$ cat src/rtl/lmsm_pkg.sv
// lmsm_pkg: shared types and defaults for the load/store-multiple sequencer.
//   state_e   - sequencer FSM states
//   DEF_NREG  - default architectural register count (mask width)
//   DEF_AW    - default memory address width
package lmsm_pkg;
  localparam int DEF_NREG = 8;
  localparam int DEF_AW   = 16;

  typedef enum logic [1:0] {
    ST_IDLE = 2'd0,
    ST_REQ  = 2'd1,
    ST_WB   = 2'd2,
    ST_DONE = 2'd3
  } state_e;
endpackage

$ cat src/rtl/lmsm_sequencer_if.sv
// lmsm_sequencer_if: command + memory + register-file signals of the sequencer.
//   master : command issuer / memory model (drives start, mask, mem_ready ...)
//   slave  : the sequencer (drives mem_req, rf_*, busy, done, xfer_count)
interface lmsm_sequencer_if
  import lmsm_pkg::*;
#(
  parameter int NREG = DEF_NREG,
  parameter int AW   = DEF_AW,
  parameter int CW   = $clog2(NREG + 1)
);
  logic                    start;
  logic                    is_store;
  logic [NREG-1:0]         mask;
  logic [AW-1:0]           base_addr;
  logic                    abort;
  logic                    mem_ready;
  logic                    mem_req;
  logic                    mem_we;
  logic [AW-1:0]           mem_addr;
  logic [$clog2(NREG)-1:0] rf_raddr;
  logic [$clog2(NREG)-1:0] rf_waddr;
  logic                    rf_wen;
  logic                    busy;
  logic                    done;
  logic [CW-1:0]           xfer_count;

  modport master (
    output start, is_store, mask, base_addr, abort, mem_ready,
    input  mem_req, mem_we, mem_addr, rf_raddr, rf_waddr, rf_wen,
           busy, done, xfer_count
  );
  modport slave (
    input  start, is_store, mask, base_addr, abort, mem_ready,
    output mem_req, mem_we, mem_addr, rf_raddr, rf_waddr, rf_wen,
           busy, done, xfer_count
  );
endinterface

$ cat src/rtl/lowest_set_idx.sv
// lowest_set_idx: index of the lowest set bit of vec (0 when vec is empty).
//   vec : NREG-bit input bitmap
//   idx : index of lowest set bit
module lowest_set_idx #(
  parameter int NREG = 8
) (
  input  logic [NREG-1:0]         vec,
  output logic [$clog2(NREG)-1:0] idx
);
  // Scan high to low so the last hit (lowest bit) wins.
  always_comb begin
    idx = '0;
    for (int i = NREG - 1; i >= 0; i--)
      if (vec[i]) idx = ($clog2(NREG))'(i);
  end
endmodule

$ cat src/rtl/lmsm_sequencer.sv
// lmsm_sequencer: walks a register mask issuing one memory beat per set bit,
// lowest register first, at consecutive addresses from base_addr.
//   clk      : clock
//   proc_rst : asynchronous active-low reset
//   bus      : command / memory / register-file signals (slave side)
module lmsm_sequencer
  import lmsm_pkg::*;
#(
  parameter int NREG = DEF_NREG,
  parameter int AW   = DEF_AW,
  parameter int CW   = $clog2(NREG + 1)
) (
  input  logic            clk,
  input  logic            proc_rst,
  lmsm_sequencer_if.slave bus
);
  localparam int IW = $clog2(NREG);

  state_e          state_q, state_d;
  logic [NREG-1:0] rem_mask_q, rem_mask_d;
  logic [AW-1:0]   addr_q, addr_d;
  logic [CW-1:0]   cnt_q, cnt_d;
  logic            store_q, store_d;
  logic [IW-1:0]   widx_q, widx_d;
  logic [IW-1:0]   idx;
  logic [NREG-1:0] rem_clr;

  lowest_set_idx #(.NREG(NREG)) u_lsi (.vec(rem_mask_q), .idx(idx));

  assign rem_clr = rem_mask_q & ~(NREG'(1) << idx);

  always_comb begin
    state_d    = state_q;
    rem_mask_d = rem_mask_q;
    addr_d     = addr_q;
    cnt_d      = cnt_q;
    store_d    = store_q;
    widx_d     = widx_q;
    unique case (state_q)
      ST_IDLE: if (bus.start) begin
        cnt_d = '0;
        if (bus.mask != '0) begin
          rem_mask_d = bus.mask;
          addr_d     = bus.base_addr;
          store_d    = bus.is_store;
          state_d    = ST_REQ;
        end else begin
          state_d = ST_DONE;
        end
      end
      // abort wins over mem_ready: the beat in flight is not counted.
      ST_REQ: if (bus.abort) begin
        state_d = ST_IDLE;
      end else if (bus.mem_ready) begin
        rem_mask_d = rem_clr;
        addr_d     = addr_q + AW'(1);
        cnt_d      = cnt_q + CW'(1);
        if (store_q) begin
          state_d = (rem_clr == '0) ? ST_DONE : ST_REQ;
        end else begin
          widx_d  = idx;
          state_d = ST_WB;
        end
      end
      ST_WB:   state_d = bus.abort ? ST_IDLE :
                         (rem_mask_q == '0) ? ST_DONE : ST_REQ;
      ST_DONE: state_d = ST_IDLE;
      default: state_d = ST_IDLE;
    endcase
  end

  always_ff @(posedge clk or negedge proc_rst) begin
    if (!proc_rst) begin
      state_q    <= ST_IDLE;
      rem_mask_q <= '0;
      addr_q     <= '0;
      cnt_q      <= '0;
      store_q    <= 1'b0;
      widx_q     <= '0;
    end else begin
      state_q    <= state_d;
      rem_mask_q <= rem_mask_d;
      addr_q     <= addr_d;
      cnt_q      <= cnt_d;
      store_q    <= store_d;
      widx_q     <= widx_d;
    end
  end

  // Outputs decode only flopped state; index/address buses are zeroed
  // outside the state that qualifies them.
  assign bus.mem_req    = (state_q == ST_REQ);
  assign bus.mem_we     = bus.mem_req & store_q;
  assign bus.mem_addr   = bus.mem_req ? addr_q : '0;
  assign bus.rf_raddr   = (bus.mem_req && store_q) ? idx : '0;
  assign bus.rf_wen     = (state_q == ST_WB);
  assign bus.rf_waddr   = bus.rf_wen ? widx_q : '0;
  assign bus.busy       = (state_q != ST_IDLE);
  assign bus.done       = (state_q == ST_DONE);
  assign bus.xfer_count = cnt_q;
endmodule
$ cat src/flat_wrapper.sv
// flat-port wrapper written by rule: the top's interface ports become plain ports
module lmsm_sequencer_flat import lmsm_pkg::*;
#(
  parameter int NREG = DEF_NREG,
  parameter int AW   = DEF_AW,
  parameter int CW   = $clog2(NREG + 1)
)
  (clk, proc_rst, bus_start, bus_is_store, bus_mask, bus_base_addr, bus_abort, bus_mem_ready, bus_mem_req, bus_mem_we, bus_mem_addr, bus_rf_raddr, bus_rf_waddr, bus_rf_wen, bus_busy, bus_done, bus_xfer_count);
  lmsm_sequencer_if #(.NREG(NREG), .AW(AW), .CW(CW)) bus_i ();
  input  logic clk;
  input  logic proc_rst;
  input wire logic [$bits(bus_i.start)-1:0] bus_start;
  input wire logic [$bits(bus_i.is_store)-1:0] bus_is_store;
  input wire logic [$bits(bus_i.mask)-1:0] bus_mask;
  input wire logic [$bits(bus_i.base_addr)-1:0] bus_base_addr;
  input wire logic [$bits(bus_i.abort)-1:0] bus_abort;
  input wire logic [$bits(bus_i.mem_ready)-1:0] bus_mem_ready;
  output wire logic [$bits(bus_i.mem_req)-1:0] bus_mem_req;
  output wire logic [$bits(bus_i.mem_we)-1:0] bus_mem_we;
  output wire logic [$bits(bus_i.mem_addr)-1:0] bus_mem_addr;
  output wire logic [$bits(bus_i.rf_raddr)-1:0] bus_rf_raddr;
  output wire logic [$bits(bus_i.rf_waddr)-1:0] bus_rf_waddr;
  output wire logic [$bits(bus_i.rf_wen)-1:0] bus_rf_wen;
  output wire logic [$bits(bus_i.busy)-1:0] bus_busy;
  output wire logic [$bits(bus_i.done)-1:0] bus_done;
  output wire logic [$bits(bus_i.xfer_count)-1:0] bus_xfer_count;
  assign bus_i.start = bus_start;
  assign bus_i.is_store = bus_is_store;
  assign bus_i.mask = bus_mask;
  assign bus_i.base_addr = bus_base_addr;
  assign bus_i.abort = bus_abort;
  assign bus_i.mem_ready = bus_mem_ready;
  assign bus_mem_req = bus_i.mem_req;
  assign bus_mem_we = bus_i.mem_we;
  assign bus_mem_addr = bus_i.mem_addr;
  assign bus_rf_raddr = bus_i.rf_raddr;
  assign bus_rf_waddr = bus_i.rf_waddr;
  assign bus_rf_wen = bus_i.rf_wen;
  assign bus_busy = bus_i.busy;
  assign bus_done = bus_i.done;
  assign bus_xfer_count = bus_i.xfer_count;
  lmsm_sequencer #(.NREG(NREG), .AW(AW), .CW(CW)) u_core (.clk(clk), .proc_rst(proc_rst), .bus(bus_i));
endmodule
$ cat config.mk
export PLATFORM = sky130hd
export DESIGN_NAME = lmsm_sequencer_flat
export DESIGN_NICKNAME = d
export VERILOG_FILES = /design/src/rtl/lmsm_pkg.sv /design/src/rtl/lmsm_sequencer_if.sv /design/src/rtl/lowest_set_idx.sv /design/src/rtl/lmsm_sequencer.sv /design/src/flat_wrapper.sv
export SDC_FILE = /design/constraint.sdc
export NUM_CORES = 1
export LEC_CHECK = 0
export CAP_MARGIN = 40
export CORE_MARGIN = 1.5
export CORE_UTILIZATION = 49
export DETAILED_ROUTE_END_ITERATION = 7
export HOLD_SLACK_MARGIN = 0.08
export PLACE_DENSITY_LB_ADDON = 0.05
export SYNTH_ARGS = -nofsm -noshare
export SYNTH_HDL_FRONTEND = slang
export SYNTH_HIERARCHICAL = 1
export SYNTH_SLANG_ARGS = --single-unit
$ cat constraint.sdc
create_clock -name clk -period 2.9 [get_ports clk]
set_input_delay 0.435 -clock clk [delete_from_list [all_inputs] [get_ports clk]]
set_output_delay 0.435 -clock clk [all_outputs]
set_load 0.01 [all_outputs]
After elaboration in Yosys (flattened, before gate mapping)
Index checks and enable logic that the tools add are counted.
Widths: inputs -> output; s select.
{ "word_totals": {"ff_bits": 34, "in_bits": 30, "out_inout_bits": 31, "word_cells": 68} }
{ "op_classes": {"add_sub_neg": 2, "n_eq_ne": 8, "n_shift": 1, "muxes": 34, "n_bitwise": 5, "reduce_logical": 12} }
{ "ops": {"columns": ["cell", "n"], "rows": [
  ["$mux 16", 5],
  ["$mux 8", 4],
  ["$pmux 16 s2", 1],
  ["$mux 3", 10],
  ["$add 16x1->16 const B", 1],
  ["$logic_not 8->1", 2],
  ["$mux 2", 8],
  ["$pmux 8 s2", 1],
  ["$mux 4", 3],
  ["$and 8x8->8", 1],
  ["$not 8->8", 1],
  ["$pmux 2 s4", 1],
  ["$pmux 4 s2", 1],
  ["$reduce_and 4->1", 2],
  ["$reduce_bool 8->1", 1],
  ["$shl 1x3->8 const A", 1],
  ["$ne 2x2->1 const B", 3],
  ["$reduce_and 5->1", 1],
  ["$add 4x1->4 const B", 1],
  ["$eq 2x2->1 const B", 2],
  ["$reduce_bool 2->1", 2],
  ["$ne 3x3->1 const B", 1],
  ["$reduce_and 3->1", 1],
  ["$eq 2x1->1 const B", 1],
  ["other kinds (6)", 7]
]} }

Logic depth before layout (Yosys ltp)
Gate-level depths: netlist of run 1.
{ "depth": {"depth_word": 17, "mapped_depth": 9, "ltp_nobuf": 8} }

Modules after synthesis
Netlist of run 1, hierarchy kept.
{ "by_module_without_submodules": {"columns": ["module", "instances", "cells_per_inst", "area_each_um2", "seq_area_each_um2"], "rows": [
  ["lmsm_sequencer", 1, 253, 2222.1, 850.8],
  ["lowest_set_idx", 1, 12, 83.8, 0.0]
]} }

Least setup slack after synthesis of run 1
No wires, ideal clock.
{ "synth_path": {"kind": "register to register", "from": "register u_core.rem_mask_q[2]", "to": "register u_core.state_q[1]", "setup_ns": 0.123, "arrival_ns": 2.038, "t_required_ns": 2.777, "path_slack_ns": 0.739, "path_stages_with_launch": 9, "path_buffers": 1, "period_less_slack_ns": 2.161, "cell_sequence": "dfrtp_1 nor2_2 nor4b_1 clkbuf_1 nor3b_1 a211oi_1 o41ai_1 a21oi_1 a21oi_1"} }
{ "synth_via": {"elab_chain_cells": 12, "elab_cells_between_ends": 15, "cone_classes": "shift (1); mux (10); bitwise (2); reduce/logical (2)"} }
{ "synth_lines": {"columns": ["element", "line_no", "rtl"], "rows": [
  ["from (decl)", "lmsm_sequencer.sv:20", "logic [NREG-1:0] rem_mask_q, rem_mask_d;"],
  ["from (signal assigned)", "lmsm_sequencer.sv:82", "rem_mask_q <= rem_mask_d;"],
  ["$mux 3 (3 in series)", "lowest_set_idx.sv:14", "if (vec[i]) idx = ($clog2(NREG))'(i);"],
  ["net u_core.idx[2]", "lmsm_sequencer.sv:25", "logic [IW-1:0] idx;"],
  ["$shl 1x3->8", "lmsm_sequencer.sv:30", "assign rem_clr = rem_mask_q & ~(NREG'(1) << idx);"],
  ["$not 8->8", "lmsm_sequencer.sv:30", null],
  ["$and 8x8->8", "lmsm_sequencer.sv:30", null],
  ["$logic_not 8->1", "lmsm_sequencer.sv:59", "state_d = (rem_clr == '0) ? ST_DONE : ST_REQ;"],
  ["$mux 2", "lmsm_sequencer.sv:59", null],
  ["$mux 2", "lmsm_sequencer.sv:58", "if (store_q) begin"],
  ["$mux 2", "lmsm_sequencer.sv:54", "end else if (bus.mem_ready) begin"],
  ["$mux 2", "lmsm_sequencer.sv:52", "ST_REQ: if (bus.abort) begin"],
  ["$pmux 2 s4", "lmsm_sequencer.sv:39", "unique case (state_q)"],
  ["to (signal assigned)", "lmsm_sequencer.sv:81", "state_q <= state_d;"],
  ["to (decl)", "lmsm_sequencer.sv:19", "state_e state_q, state_d;"]
]} }
The timed path passes the listed nets, and every way through them passes these cells. The select of a mux whose other input is x is not followed.
A chain may end at the register's enable or synchronous reset.

Worst setup path after layout of run 1
{ "layout_path": {"from": "register u_core.rem_mask_q[4]", "to": "output port bus_rf_raddr[1]"} }
{ "layout_via": {"elab_chain_cells": 6} }
{ "layout_lines": {"columns": ["element", "line_no", "rtl"], "rows": [
  ["$mux 3 (5 in series)", "lowest_set_idx.sv:14", null],
  ["net u_core.idx[1]", "lmsm_sequencer.sv:25", null],
  ["$mux 3", "lmsm_sequencer.sv:95", "assign bus.rf_raddr = (bus.mem_req && store_q) ? idx : '0;"],
  ["to (decl)", "flat_wrapper.sv:21", "output wire logic [$bits(bus_i.rf_raddr)-1:0] bus_rf_raddr;"]
]} }
The timed path passes the listed nets, and every way through them passes these cells.

==> reports/summary.md, run 1 <==
The run finished, with violations left. The checks that failed: DRC. For the final count of negative-setup-slack endpoints, the log shows 0. The number of maximum-capacitance constraint violations was 0. In this run the mean area of a mapped cell was 8.70 µm². The largest stage delay on the critical path is 0.54 ns. Clock tree synthesis found a total of 34 sinks.

The iteration-0 DRC count of the detailed router is 213, and the first-pass GRT wire length is 9980 µm. The number of fill cells was 392; the achievable clock frequency was 0.371 GHz. Measured along the y axis, the die boundary spans 71.6 µm. The leading register cell type out of synthesis was sky130_fd_sc_hd__dfrtp_1. In this run the core area contains 24 standard-cell rows.

The root buffer cell chosen for the clock tree is sky130_fd_sc_hd__clkbuf_8. For this run, the number of Yosys warnings is 6. Once the floorplan was initialized, standard cells occupied 51.9% of the core.

Setup repair after global routing left no endpoint under its margin. Yosys mapped a number of flops with a built-in enable equal to 0. The level count of the clock H-tree was 2; the number of different library cells in the post-synthesis netlist was 58. The data arrival time of the critical path came out at 2.26 ns. After clock tree synthesis, the clock-pin slew on the worst setup and hold paths is 0.07 ns. Gates resized during post-CTS repair numbered 0. Number of buffers inserted during clock tree synthesis: 5. Of all cell types, the one taking the most synthesized area is sky130_fd_sc_hd__dfrtp_1. The clock insertion delay at the later pin of the skew report was 0.29 ns; the highest net fanout along the worst path was 8. The worst setup path is launched from a flop. Detailed placement ended at an HPWL of 4070 µm. After detailed routing, the total wire length is 5790 µm. The post-synthesis instance area came out at 0.00231 mm². After synthesis, the largest area contributor takes up 36.9% of total cell area. The smallest clock period supported by the final layout is computed as 2.69 ns. The slowest stage of the critical path is the sky130_fd_sc_hd__clkdlybuf4s50_1 cell. The tools report the overall track demand over capacity in global routing as 24.5%.

The maximum VDD drop was 0.000596 V. The tools report the post-route clock skew as 0.00509 ns. The total global routing overflow was 0. The number of failing hold endpoints at the final stage is 0, and the net count after synthesis is 297. Setup total negative slack on the finished layout was measured at 0 ns.

Instance area at placement: 0.00293 mm². The tools report the number of global-route vias before repair as 2093. The top cell types in the final layout, fill and taps aside, are 60 x sky130_fd_sc_hd__clkdlybuf4s50_1, 34 x sky130_fd_sc_hd__dfrtp_1, 26 x sky130_fd_sc_hd__a21oi_1, 21 x sky130_fd_sc_hd__nor2_1, 21 x sky130_fd_sc_hd__nand2_1. In this run the worst hold path is classified as reg -> reg.

During I/O placement, the number of pins put on the boundary was 61. The post-synthesis sequential element count came out at 34. Routability-driven placement finished with a final weighted congestion of 0.883. The detail route stage leaves a number of antenna-violating nets equal to 0. The type of element capturing the critical path was an output port. Measured against its own limit, the worst slew margin works out to 64.5%. The number of buffers added to fix hold violations after cts is 0. At the pin with the least slew margin, the transition time is 0.531 ns. The tools report the sequential-to-total area share from yosys stat as 36.9%.

The horizontal extent of the die was 71.6 µm; the area of all placed cells without fillers was 0.00304 mm². The tools report the synthesized netlist cell count as 265. Traced cell by cell, the critical path runs through nor2_1 > o21ai_1 > a211oi_2 > and3_1 > clkdlybuf4s50_1.

The worst setup path is of the reg -> out kind. Sorting the synthesized cells by area gives the leading types as sky130_fd_sc_hd__dfrtp_1 37%, sky130_fd_sc_hd__a21oi_1 5.6%, sky130_fd_sc_hd__and2_1 4.3%. Counting along the longest clock path gives a buffer depth of 2. Dividing the final minimum period by the clock period gives 92.9%. Cell leakage power: 0.00125 µW.

The initial antenna violation count is 0, and the count of final max-slew check failures is 0. After detailed routing, the average wire length per cell comes to 15.4 µm. After synthesis, the share of flip-flops with an asynchronous set or reset is 100%. For this run, design rule violations remaining after detail routing come to 3.

The detail-routed via count per cell came out at 5.93. From synthesis to final layout, the design area changed by 31.7%. The die covers 0.00513 mm².

Power spread over the standard cell area amounts to 1110 mW/mm². 0 antenna diodes ended up in the layout. For the maximum number of pins on one net before global-route repair, the log shows 53. The tools report the standard cell core area as 0.00444 mm². Data on the critical path is required at its endpoint by 2.47 ns.

Most common library cell in the layout ignoring fill and taps: sky130_fd_sc_hd__clkdlybuf4s50_1. Across all layers, the routed design uses 2237 vias. TritonCTS built the clock tree. The first detailed-routing pass ran for 7 iterations. Cells with a size suffix above 1 make up 11.4% of the layout.

For this run, the post-layout net count is 356. The number of buffer cells added on primary ports is 60. In this run the post-CTS setup repair buffer count came out at 0.
[Yosys cell counts, drive strengths merged (3+ instances only)]
master / n
a2bb2oi: 6
nor3b: 4
nor4b: 3
o21ai: 16
nand3: 8
dfrtp: 34
o2bb2ai: 3
nor3: 4
nand2: 22
a21oi: 28
nor4: 5
a22o: 7
nand4: 7
clkbuf: 6
nor2: 23
and3: 6
nand2b: 3
inv: 14
and2: 17
mux2: 4
nor4bb: 3
o22ai: 6
o41ai: 3
buf: 9
[critical path: cells and delay by family (launching register included)]
kind,cells,cell delay (ns)
compound gates,2,0.59
buf+inv,1,0.54
flops,1,0.47
simple gates,2,0.38
[flip-flops by register name, indices dropped and copies added (netlist names)]
name and flops:
u_core/store_q 1, u_core/rem_mask_q 8, u_core/state_q 2, u_core/bus.xfer_count 4
u_core/widx_q 3, u_core/addr_q 16
[final cells by class]
class                           count  area, µm²  share of cell area [%]
Tap cell                           52       65.1                    2.14
Timing Repair Buffer               68        661                    21.8
Clock buffer                        8        110                    3.63
Sequential cell                    34        851                    28.0
Inverter                           14       60.1                    1.98
Multi-Input combinational cell    201       1290                    42.5
[through the flow]
| stage | power, µW | util [%] | setup WS (ns) | hold slack (ns) | cells |
|---|---|---|---|---|---|
| after global placement | 2920 | 65.9 | 0.497 | 0.484 | 369 |
| final | 3380 | 68.3 | 0.206 | 0.500 | 377 |
| after floorplan | 2280 | - | 0.739 | 0.139 | 265 |
| after detailed placement | 2950 | 65.9 | 0.496 | 0.492 | 369 |
| after global routing | 3650 | 68.3 | 0.122 | 0.515 | 377 |
| after CTS | 3370 | 68.3 | 0.253 | 0.506 | 377 |
[worst paths after layout]
path                       slack, ns  depth (start not counted)            startpoint                   end
max reg2reg                     0.64                          8  u_core/rem_mask_q[4]     u_core/state_q[1]
max in group asynchronous       2.04                          2              proc_rst  u_core/rem_mask_q[2]
min reg2reg                     0.50                          1      u_core/widx_q[2]      u_core/widx_q[2]
min in group asynchronous       0.54                          2              proc_rst      u_core/addr_q[5]
min                             0.50                          1      u_core/widx_q[2]      u_core/widx_q[2]
max                             0.21                          5  u_core/rem_mask_q[4]       bus_rf_raddr[1]
[cell families after synthesis]
logic type / after synthesis / synth area share (%)
flops: 34 / 36.9
buf+inv: 30 / 7.43
mux: 5 / 2.39
xor+xnor: 2 / 0.760
simple gates: 112 / 28.4
compound gates: 80 / 23.0
fa+ha+maj: 2 / 1.09
[power by group]
group,total (µW),internal [µW],switching [µW],leakage (µW)
registers,1000,690,314,0.000407
clock network,410,240,171,0.0000575
logic,1970,961,1010,0.000787
[routing by layer]
metal	global-route usage [%]	routed length (µm)
met1	36.8	2790
met2	35.3	2550
met3	5.20	365
met4	7.76	87
met5	0	0
No activity file was read; power rests on OpenSTA's default activity.
==> run 2: changes to the inputs <==
--- a/config.mk
+++ b/config.mk
@@ -6,8 +6,10 @@
 export NUM_CORES = 1
 export LEC_CHECK = 0
 export CAP_MARGIN = 40
+export CELL_PAD_IN_SITES_DETAIL_PLACEMENT = 1
+export CELL_PAD_IN_SITES_GLOBAL_PLACEMENT = 1
 export CORE_MARGIN = 1.5
-export CORE_UTILIZATION = 49
+export CORE_UTILIZATION = 36
 export DETAILED_ROUTE_END_ITERATION = 7
 export HOLD_SLACK_MARGIN = 0.08
 export PLACE_DENSITY_LB_ADDON = 0.05
==> run 2 against run 1 <==
  * The run now ends clean
  * Global-route usage shrank 4.1 points
  * Worst setup slack lost 0.093 ns
  * Non-clock buffer count is the same
  * Critical path depth shrank 2
  * Largest power group unchanged
==> reports/summary.md, run 2 (synthesis results as in run 1) <==
Clock latency on the worst-skew pair, taken at its later pin, is 0.29 ns. Dividing the detail-routed wire length by the instance count gives 17.3 µm. The maximum VDD drop was 0.000624 V. The core region is 0.00606 mm². The longest clock path from root to sink contains 2 buffers.

The detail-routed via count per cell is 5.66, and the final count of negative-setup-slack endpoints is 0. The critical path in this run is classified as reg -> out. The internal portion of the total power is 1840 µW. The number of clock buffers added by TritonCTS is 5. Data arrives at the worst endpoint at 2.35 ns. The logs give 38.0% for the starting density of the core and 0.334 ns for the post-placement setup slack. After the first detailed-routing iteration, the DRC count stood at 104. The tools report the number of fill cells as 734. In this run, post-CTS hold repair placed 0 buffers.

Routed via count: 2265. The combinational share of power was 59.2%; the layout cell share with drive strength beyond 1 was 11.1%. More flip-flops sit in one register than any other, and that register is u_core/addr_q. The number of global-route vias before repair is 2193. After clock tree synthesis, the clock-pin slew on the worst setup and hold paths is 0.07 ns. For this design the total switching power over the nets is 1570 µW. Measured along the y axis, the die boundary spans 83.0 µm. The achievable clock frequency was 0.359 GHz.

The number of maximum-capacitance constraint violations is 0. The tools report the number of clock sinks as 34. Broken down by cell family, the worst path's largest delay share belongs to compound AO/OA/AOI/OAI gates. The area growth from synthesis to layout is 32.1%. The run finished with clean final reports. The tools report the kind of start point of the critical path as a flop.

The detail route stage leaves a number of antenna-violating nets equal to 0. Number of failing hold endpoints at the final stage: 0. The register with the most flip-flops in the layout has 16 of them. Number of buffers inserted by post-CTS setup repair: 0. The global placement routability congestion came out at 0.772.

Data on the critical path is required at its endpoint by 2.47 ns. The minimum period implied by the final worst setup slack was 2.79 ns; the maximum number of pins on one net before global-route repair was 53. The area enclosed by the die boundary came out at 0.00689 mm². After layout, the worst setup slack is 0.114 ns. The most common library cell in the layout ignoring fill and taps is sky130_fd_sc_hd__clkdlybuf4s50_1. In the final timing run, aggregate negative setup slack is 0 ns. The initial antenna violation count was 0; the number of instances on the worst hold path was 1. For the level count of the clock H-tree, the log shows 2. The post-route clock skew was 0.00794 ns. After layout, the worst path uses 96.1% of the clock period.

The clock network is responsible for 11.1% of the overall power. In the global route stage, overall resource usage came out at 20.4%. In the routed design, unresolved DRC markers number 0.

During I/O placement, the number of pins put on the boundary was 61. The path class of the tightest hold or removal check is reg -> reg. Final standard cell count with taps included and fillers excluded: 400. The critical path goes through o41ai_2 > and3_1 > clkdlybuf4s50_1. Summed over all layers, the global routing overflow is 0. The first-pass GRT wire length is 11500 µm, and the buffers plus inverters on the worst setup path is 1. The slowest stage of the critical path belongs to the cell sky130_fd_sc_hd__o41ai_2.

The worst reg-to-reg path cell count came out at 6. Cell leakage power: 0.00124 µW. For the net count of the finished layout, the log shows 356. In this design, the stage delay of the slowest critical-path cell is 0.77 ns. The floorplan has 28 rows. The run gives 6930 µm as the total wire length after detailed routing. TritonCTS built the clock tree.

The run gives 50.4% as the normalized max-slew margin. After clock tree synthesis, the repair step resized 0 gates. The top cell types in the final layout, fill and taps aside, are 60 x sky130_fd_sc_hd__clkdlybuf4s50_1, 34 x sky130_fd_sc_hd__dfrtp_1, 26 x sky130_fd_sc_hd__a21oi_1, 21 x sky130_fd_sc_hd__nor2_1, 21 x sky130_fd_sc_hd__nand2_1. The horizontal extent of the die came out at 83.0 µm. Count of final max-slew check failures: 0. Port buffering added 60 buffers. The pre-antenna-repair detailed-routing pass consisted of 4 iterations.

The register area was 851 µm²; the critical path depth was 3. The number of antenna cells inserted was 0; the total placed cells including tap cells was 392. STA classifies the critical path endpoint as an output port. Net switching is 46.0% of the power.

Setup repair after global routing left no endpoint under its margin. The tools report the clock root buffer as sky130_fd_sc_hd__clkbuf_8. At the pin with the least slew margin, the transition time is 0.737 ns. The tools report the placed wire-length estimate as 4760 µm. The multi-input gate area in the final layout came out at 0.00129 mm². In this run the worst path has a maximum fanout of 9.

For this design the ratio of total power to cell area is 1120 mW/mm². The run gives 29.7% as the fraction of power consumed by sequential logic.
==> run 2: layout make-up <==
| class | instances | share of cell area, % |
|---|---|---|
| Clock buffer | 7 | 2.83 |
| Timing Repair Buffer | 68 | 21.7 |
| Tap cell | 75 | 3.08 |
| Multi-Input combinational cell | 201 | 42.3 |
| Inverter | 14 | 1.97 |
| Sequential cell | 34 | 27.9 |
| Clock inverter | 1 | 0.164 |
==> run 2: power by group through the flow <==
stage | combinational, µW | sequential (µW) | clock, µW
after floorplan | 1370 | 913 | 0
after global placement | 1980 | 1010 | 0
after detailed placement | 2020 | 1020 | 0
after CTS | 2030 | 1010 | 398
after global routing | 2230 | 1060 | 416
final | 2020 | 1010 | 380
==> run 2: through the flow <==
| stage | instance area (µm²) | power, µW | hold slack (ns) | utilization (%) |
|---|---|---|---|---|
| after global placement | 2960 | 2990 | 0.484 | 48.8 |
| after CTS | 3050 | 3450 | 0.509 | 50.3 |
| after global routing | 3050 | 3700 | 0.520 | 50.3 |
| after floorplan | 2310 | 2280 | 0.139 | - |
| after detailed placement | 2960 | 3030 | 0.491 | 48.8 |
| final | 3050 | 3410 | 0.508 | 50.3 |
==> run 2: path summary, 6_finish.rpt <==
| kind | slack, ns | endpoint | from |
|---|---|---|---|
| min | 0.51 | u_core/widx_q[0] | u_core/widx_q[0] |
| min in group asynchronous | 0.57 | u_core/addr_q[5] | proc_rst |
| min reg2reg | 0.51 | u_core/widx_q[0] | u_core/widx_q[0] |
| max | 0.11 | bus_rf_raddr[0] | u_core/rem_mask_q[0] |
| max reg2reg | 0.39 | u_core/state_q[1] | u_core/rem_mask_q[0] |
| max in group asynchronous | 1.99 | u_core/state_q[1] | proc_rst |
==> run 2: layer usage <==
layer  track usage (%)  wire length, µm  up-vias
met5                 0                0        -
met2              31.9             3160       49
met3              3.48              267        7
met4              4.09               70        0
met1              29.7             3440     1117
li1                  -                -     1092
==> run 3: changes to the inputs <==
--- a/config.mk
+++ b/config.mk
@@ -13,6 +13,7 @@
 export DETAILED_ROUTE_END_ITERATION = 7
 export HOLD_SLACK_MARGIN = 0.08
 export PLACE_DENSITY_LB_ADDON = 0.05
+export SETUP_SLACK_MARGIN = 0.4
 export SYNTH_ARGS = -nofsm -noshare
 export SYNTH_HDL_FRONTEND = slang
 export SYNTH_HIERARCHICAL = 1
==> run 3 against run 2 <==
  * Combinational power increased by 5%
  * Critical path depth is 2 higher
  * Fmax increased by 15%
  * Global-route usage up 0.53 points
  * Total power up 3.8%
  * Clock-buffer cell count is the same
  * Sequential power about the same
  * Core utilization up 1.1 points
  * Clock skew grew 0.00098 ns
  * Register-to-register slack gained 0.12 ns
  * Non-clock buffer count rose by 3
  * Worst hold slack barely moved
==> reports/summary.md, run 3 (synthesis results as in run 1) <==
The flow ran to the end, and the final reports show no timing, DRC or antenna violations. Actual transition at the worst max-transition pin: 0.469 ns. The count of nets left with antenna violations once routing finished came out at 0. In this run the tightest slew margin relative to its limit is 68.7%.

Instance area at placement: 0.00296 mm². The largest stage delay on the critical path is 0.53 ns, and the placed wire-length estimate is 4760 µm. Detailed routing inserted a total of 2281 vias. The initialized floorplan defines 28 standard-cell rows. Hold is met by 0.509 ns.

Cells with a size suffix above 1 make up 14.6% of the layout. The root buffer cell chosen for the clock tree is sky130_fd_sc_hd__clkbuf_8. The maximum VDD drop was 0.000624 V. The maximum number of buffers from clock root to sink came out at 2. The accumulated negative setup slack came out at 0 ns.

In this run the horizontal extent of the chip is 83.0 µm. The first-pass GRT wire length is 11800 µm. The area growth from synthesis to layout is 35.0%.

The worst setup path is captured at an output port. The critical path is of the reg -> out type. In the routed layout, each cell is associated on average with a via count of 5.66. The core region is 0.00606 mm².

The count of TritonRoute iterations in the first routing pass was 4; the highest net fanout along the worst path was 7. The logs give 34 for the number of clock sinks and 53 for the maximum number of pins on one net before global-route repair. The endpoint required time on the critical path is 2.47 ns, and the starting density of the core is 38.0%. The run gives 0.29 ns as the clock insertion delay at the later pin of the skew report. In this run the worst hold path is classified as reg -> reg. 0 antenna diodes ended up in the layout.

The overall power was 3540 µW; the global placement routability congestion was 0.772. The tools report the worst setup margin as 0.475 ns. The final count of negative-setup-slack endpoints came out at 0. The signal on the critical path passes through nor2_2 > nor4b_2 > buf_4 > and3_1 > clkdlybuf4s50_1. Power spread over the standard cell area amounts to 1140 mW/mm². The level count of the clock H-tree came out at 2.

The tools report the number of global-route vias before repair as 2230. Clock tree synthesis inserted a total of 5 buffers. The register with the most flip-flops in the layout has 16 of them. The die extent in y came out at 83.0 µm.

The library cell used most frequently in the layout, excluding fill and tap cells, is sky130_fd_sc_hd__clkdlybuf4s50_1. The number of top-level pins was 61. After layout, the worst path uses 83.6% of the clock period. The number of failing hold endpoints at the final stage was 0; the average wire per standard cell was 17.6 µm.

Buffers placed on the I/O ports in this run total 60. TritonCTS built the clock tree. For this design, the slowest cell found on the critical path is sky130_fd_sc_hd__clkdlybuf4s50_1.

Max-cap violations in this run came to 0. The post-placement setup slack came out at 0.334 ns. The clock transition at the register clock pins on the worst setup and hold paths after CTS works out to 0.08 ns. The achievable clock frequency is 0.412 GHz, and the area enclosed by the die boundary is 0.00689 mm².

The logs give 359 for the net count of the finished layout and 0 for the DRC violations left. STA classifies the critical path startpoint as a flop. u_core/addr_q holds more flip-flops than any other register.

Iteration-0 DRC count of the detailed router: 97. The initial antenna violation count came out at 0. For the count of final max-slew check failures, the log shows 0.

The total wire length after detailed routing was 7090 µm; the cell leakage power was 0.00128 µW. The total global routing overflow was 0. The minimum period implied by the final worst setup slack works out to 2.43 ns. The top cell types in the final layout, fill and taps aside, are 58 x sky130_fd_sc_hd__clkdlybuf4s50_1, 28 x sky130_fd_sc_hd__dfrtp_1, 26 x sky130_fd_sc_hd__a21oi_1, 21 x sky130_fd_sc_hd__nor2_1, 21 x sky130_fd_sc_hd__nand2_1. On the final layout, the worst clock skew is 0.00892 ns. Setup repair after global routing could not meet its margin everywhere. The area of all placed cells without fillers is 0.00311 mm².

STA puts the critical path data arrival time at 1.99 ns. In this run, post-CTS hold repair placed 0 buffers. Global routing used 20.9% of the available tracks.
## run 3: cell types whose count changed in the layout (fill, tap and decap cells not counted), moves of 2 or more
cell	previous run	this run
sky130_fd_sc_hd__dfrtp_1	34	28
sky130_fd_sc_hd__clkdlybuf4s50_1	60	58
sky130_fd_sc_hd__buf_4	8	10
sky130_fd_sc_hd__dfrtp_2	0	6
## run 3: metal layers
metal / wire length [µm] / global-route usage (%) / up-vias / share of wire, %
met5: 0 / 0 / - / 0
li1: - / - / 1097 / -
met1: 3500 / 30.5 / 1123 / 49
met2: 3240 / 32.8 / 53 / 46
met3: 284 / 3.48 / 8 / 4.0
met4: 70 / 4.09 / 0 / 0.99
## run 3: layout make-up
cell class,instances,area (µm²)
Tap cell,75,93.8
Inverter,14,65.1
Fill cell,729,2950
Timing Repair Buffer,71,688
Clock buffer,7,86.3
Multi-Input combinational cell,201,1320
Clock inverter,1,5.00
Sequential cell,34,858
## run 3: where the power goes
part / switching (µW) / internal [µW]
combinational: 1090 / 1020
clock: 192 / 192
sequential: 341 / 697
## run 3: path summary, 6_finish.rpt
kind                       cells past startpoint  slack (ns)                   end            startpoint
setup / recovery                               5        0.47       bus_rf_raddr[2]  u_core/rem_mask_q[2]
hold / removal                                 1        0.51      u_core/widx_q[0]      u_core/widx_q[0]
setup reg to reg                               9        0.51     u_core/state_q[1]  u_core/rem_mask_q[5]
hold reg to reg                                1        0.51      u_core/widx_q[0]      u_core/widx_q[0]
max in group asynchronous                      2        1.97  u_core/rem_mask_q[3]              proc_rst
min in group asynchronous                      2        0.57      u_core/addr_q[5]              proc_rst
## run 3: metrics by stage
| step | util (%) | cells |
|---|---|---|
| after floorplan | - | 265 |
| final | 51.4 | 403 |
| after CTS | 50.9 | 403 |
| after global routing | 51.4 | 403 |
| after global placement | 48.8 | 392 |
| after detailed placement | 48.8 | 392 |
## run 3: worst max-delay path: cells and delay by family, from the launching register on
kind | cells | cell delay [ns]
flops | 1 | 0.48
buf+inv | 2 | 0.70
simple gates | 3 | 0.52
## run 3: what timing repair did
action / 4_1_cts / 5_1_grt
setup buffers: 3 / 0
resized for setup: 6 / 8
pin swaps: 2 / 1
setup endpoints to repair: 4 / 20
